--- src/rtl/memory_arbiter.sv ---
// Two-requester arbiter for a single-port word memory: fetch (I) vs load/store (D).
// D wins ties unless fetch has been starved STARVE_MAX consecutive grants; read data is registered.
module memory_arbiter #(
    parameter int ADDR_W     = 32,
    parameter int DATA_W     = 32,
    parameter int STARVE_MAX = 4
) (
    input  logic              clk,
    input  logic              rst_n,
    input  logic              i_req,
    input  logic [ADDR_W-1:0] i_addr,
    output logic              i_gnt,
    output logic [DATA_W-1:0] i_rdata,
    output logic              i_rvalid,
    input  logic              d_req,
    input  logic              d_we,
    input  logic [ADDR_W-1:0] d_addr,
    input  logic [DATA_W-1:0] d_wdata,
    output logic              d_gnt,
    output logic [DATA_W-1:0] d_rdata,
    output logic              d_rvalid,
    output logic [ADDR_W-1:0] mem_addr,
    output logic [DATA_W-1:0] mem_din,
    output logic              mem_we,
    output logic              mem_re,
    input  logic [DATA_W-1:0] mem_out
);

    localparam int CNT_W = $clog2(STARVE_MAX + 1);
    localparam logic [CNT_W-1:0] CNT_MAX = CNT_W'(STARVE_MAX);

    logic [CNT_W-1:0]  starve_q, starve_d;
    logic              i_rvalid_q, i_rvalid_d;
    logic              d_rvalid_q, d_rvalid_d;
    logic [DATA_W-1:0] i_rdata_q, i_rdata_d;
    logic [DATA_W-1:0] d_rdata_q, d_rdata_d;
    logic              grant_i, grant_d;

    // Grants are suppressed during reset so the memory port stays idle.
    always_comb begin
        grant_i = 1'b0;
        grant_d = 1'b0;
        if (rst_n) begin
            if (i_req && (!d_req || starve_q == CNT_MAX)) begin
                grant_i = 1'b1;
            end else if (d_req) begin
                grant_d = 1'b1;
            end
        end
    end

    always_comb begin
        mem_addr = '0;
        mem_din  = '0;
        mem_we   = 1'b0;
        mem_re   = 1'b0;
        if (grant_i) begin
            mem_addr = i_addr;
            mem_re   = 1'b1;
        end else if (grant_d) begin
            mem_addr = d_addr;
            mem_din  = d_wdata;
            mem_we   = d_we;
            mem_re   = ~d_we;
        end
    end

    always_comb begin
        starve_d = '0;
        if (grant_d && i_req) begin
            starve_d = (starve_q == CNT_MAX) ? starve_q : starve_q + CNT_W'(1);
        end
        i_rvalid_d = grant_i;
        d_rvalid_d = grant_d & ~d_we;
        i_rdata_d  = grant_i ? mem_out : i_rdata_q;
        d_rdata_d  = (grant_d && !d_we) ? mem_out : d_rdata_q;
    end

    always_ff @(posedge clk or negedge rst_n) begin
        if (!rst_n) begin
            starve_q   <= '0;
            i_rvalid_q <= 1'b0;
            d_rvalid_q <= 1'b0;
            i_rdata_q  <= '0;
            d_rdata_q  <= '0;
        end else begin
            starve_q   <= starve_d;
            i_rvalid_q <= i_rvalid_d;
            d_rvalid_q <= d_rvalid_d;
            i_rdata_q  <= i_rdata_d;
            d_rdata_q  <= d_rdata_d;
        end
    end

    assign i_gnt    = grant_i;
    assign d_gnt    = grant_d;
    assign i_rvalid = i_rvalid_q;
    assign d_rvalid = d_rvalid_q;
    assign i_rdata  = i_rdata_q;
    assign d_rdata  = d_rdata_q;

endmodule

--- config.mk ---
export PLATFORM = sky130hd
export DESIGN_NAME = memory_arbiter
export DESIGN_NICKNAME = d
export VERILOG_FILES = /design/src/rtl/memory_arbiter.sv
export SDC_FILE = /design/constraint.sdc
export NUM_CORES = 1
export LEC_CHECK = 0
export ABC_AREA = 1
export CORE_ASPECT_RATIO = 1.25
export CORE_UTILIZATION = 30
export CTS_BUF_LIST = sky130_fd_sc_hd__clkbuf_4 sky130_fd_sc_hd__clkbuf_8
export CTS_CLUSTER_DIAMETER = 80
export CTS_CLUSTER_SIZE = 28
export DETAILED_ROUTE_END_ITERATION = 8
export MAX_ROUTING_LAYER = met4
export PLACE_DENSITY = 0.79
export REMOVE_ABC_BUFFERS = 1
export SKIP_CTS_REPAIR_TIMING = 1
export SYNTH_ARGS = -nofsm -noshare
export SYNTH_HDL_FRONTEND = slang
export SYNTH_SLANG_ARGS = --single-unit
--- constraint.sdc ---
create_clock -name clk -period 4.1 [get_ports clk]
set_input_delay 1.025 -clock clk [delete_from_list [all_inputs] [get_ports clk]]
set_output_delay 1.025 -clock clk [all_outputs]
set_load 0.05 [all_outputs]
==> impl_metrics.yaml <==
outcome:
  status: "finished with violations"
  failed_checks: "design-rule violations"
yosys:
  synthAdderAreaFrac_pct: 0.725
  avgSynthCellArea_um2: 7.30
  synth_flop_cell: "dfrtp_1"
  synth_sequential_area_ratio_pct: 50.0
  synthDominantAreaCellType: "dfrtp_1"
  synth_area_leaders: "dfrtp_1 50%, nand2_1 28%, nand4_1 5.8%"
  dominant_combinational_cell_family_by_area_after_synthesis: "simple AND/OR/NAND/NOR gates"
  yosys_warnings: 0
  synth-edff-count: 0
  syn_area_um2: 3450
  synthArstFlopShare_pct: 100
  synth_common_cells: "259 x nand2_1, 69 x dfrtp_1, 37 x inv_1"
  synth-xor-area-share_pct: 0.254
  yosys.area_share.simple_pct: 39.5
  synth_most_common_cell: "nand2_1"
  syn_inst_count: 473
  yosysTopAreaCellShare_pct: 50.0
  ys_ff_latch: 69
  yosysUniqueCellTypes: 18
  synth_compound_area_share_pct: 0
  post_synth_mux_area_share_pct: 0
global_routing:
  gr-total-overflow: 0
  grt_util_all_layers_pct: 23.9
  pin_count_of_the_biggest_net_entering_global_routing: 70
  grt_first_pass_wirelength_um: 21000
  number_of_antenna_violations_at_the_first_check_in_global_routing: 0
  vias_in_the_first_global_route: 4084
clocking:
  clock_tree.buffer_depth: 2
  worstSkewPairLatency_ns: 0.36
  tritoncts.num_buffers: 9
  clock_tree.root_cell: "clkbuf_8"
  h-tree-depth: 3
  cts_tree: "yes"
  clkSlewWorstSetupHoldPaths_ns: 0.07
  numClockSinks: 69
floorplan:
  die_x_um: 97.9
  die_y_um: 122
  num_io_pins: 267
  core_area_um2: 11100
  dieArea_um2: 11900
  start_util_pct: 31.0
  fp-row-count: 43
timing:
  timing.final.max_slew_violations: 0
  fmax_mhz: 282
  min_period_over_period_pct: 86.4
  period_minus_slack_ns: 3.54
  final_setup_violating_endpoints: 0
  timing.final.hold_violations: 0
  maxSlewHeadroom_pct: 41.9
  grt_setup_unrepaired: "false"
  worst_pin_slew_ns: 0.871
  timing.clock.skew_ns: 0.00815
  final.hold.worst_slack_ns: 0.476
  setup_total_negative_slack_ns: 0
setup_path:
  worst-endpoint-required_ns: 3.07
  cp_cell_sequence: "clkdlybuf4s50_1 -> nand3_4 -> inv_2 -> buf_4 -> nand2_1 -> nand2_1 -> buf_12"
  worstPathBufferInverterCount: 4
  setup.worst_path.class: "in -> out"
  critical_path.slowest_cell: "clkdlybuf4s50_1"
  crit_path_max_fanout: 15
  start_kind: "input port"
  cp_common_cell: "nand2_1"
  cp_top_family: "buffers and inverters"
  peak_per_stage_delay_on_the_critical_path_ns: 0.57
  cp.arrival_ns: 2.52
  end_kind: "output pin"
drt:
  drt-total-wl_um: 13800
  ant_nets: 0
  vias: 4036
  drcViolationCount: 15
  avgRoutedWirePerCell_um: 15.8
  number_of_drc_markers_after_the_initial_detailed_route_iteration: 189
  drtPass1Iterations: 6
  viasPerCell: 4.62
layout:
  count_of_inserted_antenna_diode_cells: 0
  layout.core_utilization_pct: 63.6
  syn_to_final_growth_pct: 105
  post_route_cells_drive_above_1_share_pct: 14.1
  final_cells: 873
  finalNetCount: 868
run:
  total_of_max_cap_violations: 0
pwr:
  cellPowerDensity_nw_per_um2: 375
  fin_total_pwr_mw: 2.66
  power_leakage_nw: 3.49
  vdd_ir_drop_max_v: 0.000166
place:
  placed_cells_incl_taps: 857
  dpl.hpwl_um: 10900
  buffer_ports.inserted: 266
  gp_congestion: 0.841
hold_path:
  hp-class: "reg -> reg"
[final cells by class]
type	instances	area, um^2
Timing Repair Buffer	277	3440
Multi-Input combinational cell	335	1400
Fill cell	916	4060
Clock buffer	10	138
Tap cell	135	169
Inverter	41	154
Clock inverter	6	62.6
Sequential cell	69	1730
[layout by cell type, fill, tap and decap left out, types with 2 or more instances in the layout]
cell type	n
ha_1	2
nand4_1	32
buf_12	69
inv_2	3
clkbuf_8	10
nand2_2	2
clkdlybuf4s50_1	197
nor2_1	33
nor3_1	3
clkinvlp_4	3
buf_4	11
dfrtp_1	69
inv_1	37
nand2_1	259
clkinv_2	2
[per-stage QoR]
stage | setup slack, ns | cell area, um^2
after detailed placement | 0.546 | 6880
final | 0.557 | 7080
after CTS | 0.551 | 7080
after global routing | 0.474 | 7080
after floorplan | 0.398 | 3280
after global placement | 0.551 | 6880
[worst paths after layout]
path / startpoint / to / slack, ns / cells after the start
setup / recovery: i_req / mem_addr[25] / 0.56 / 7
hold / removal: d_rdata[27] / d_rdata[27] / 0.48 / 2
setup reg to reg: starve_q[0] / d_rdata[6] / 2.17 / 10
hold reg to reg: d_rdata[27] / d_rdata[27] / 0.48 / 2
max in group asynchronous: rst_n / i_rdata[27] / 2.59 / 2
min in group asynchronous: rst_n / d_rdata[23] / 0.94 / 2
[layer usage]
layer  GRT usage, %  up-vias  routed length (um)
met5              -        -                   0
met1           25.4     1839                5000
met3           6.20       28                1270
met4           10.8        0                 430
met2           41.8      220                7130
li1               -     1949                   -
[where the power goes]
part           switching, mW  internal (mW)
combinational          0.762          0.474
sequential            0.0614          0.791
clock                  0.272          0.295
total                   1.10           1.56
[kinds of logic (layout without fill, tap and decap cells)]
| logic type | Yosys count | in the layout |
|---|---|---|
| xor gates and xnor gates | 1 | 1 |
| adders and majority gates | 2 | 2 |
| buffers and inverters | 69 | 334 |
| DFF | 69 | 69 |
| and+or+nand+nor | 332 | 332 |
[registers in the layout, indices dropped and copies added, names as in the netlist]
| signal | count |
|---|---|
| d_rdata | 32 |
| i_rdata | 32 |
| starve_q | 3 |
| d_rvalid | 1 |
| i_rvalid | 1 |
[tightest hold or removal path, cell delays in order (launching register included)]
cell	delay, ns
dfrtp_1	0.35
nand2_1	0.05
nand2_1	0.05
(Power assumes the default switching activity.)
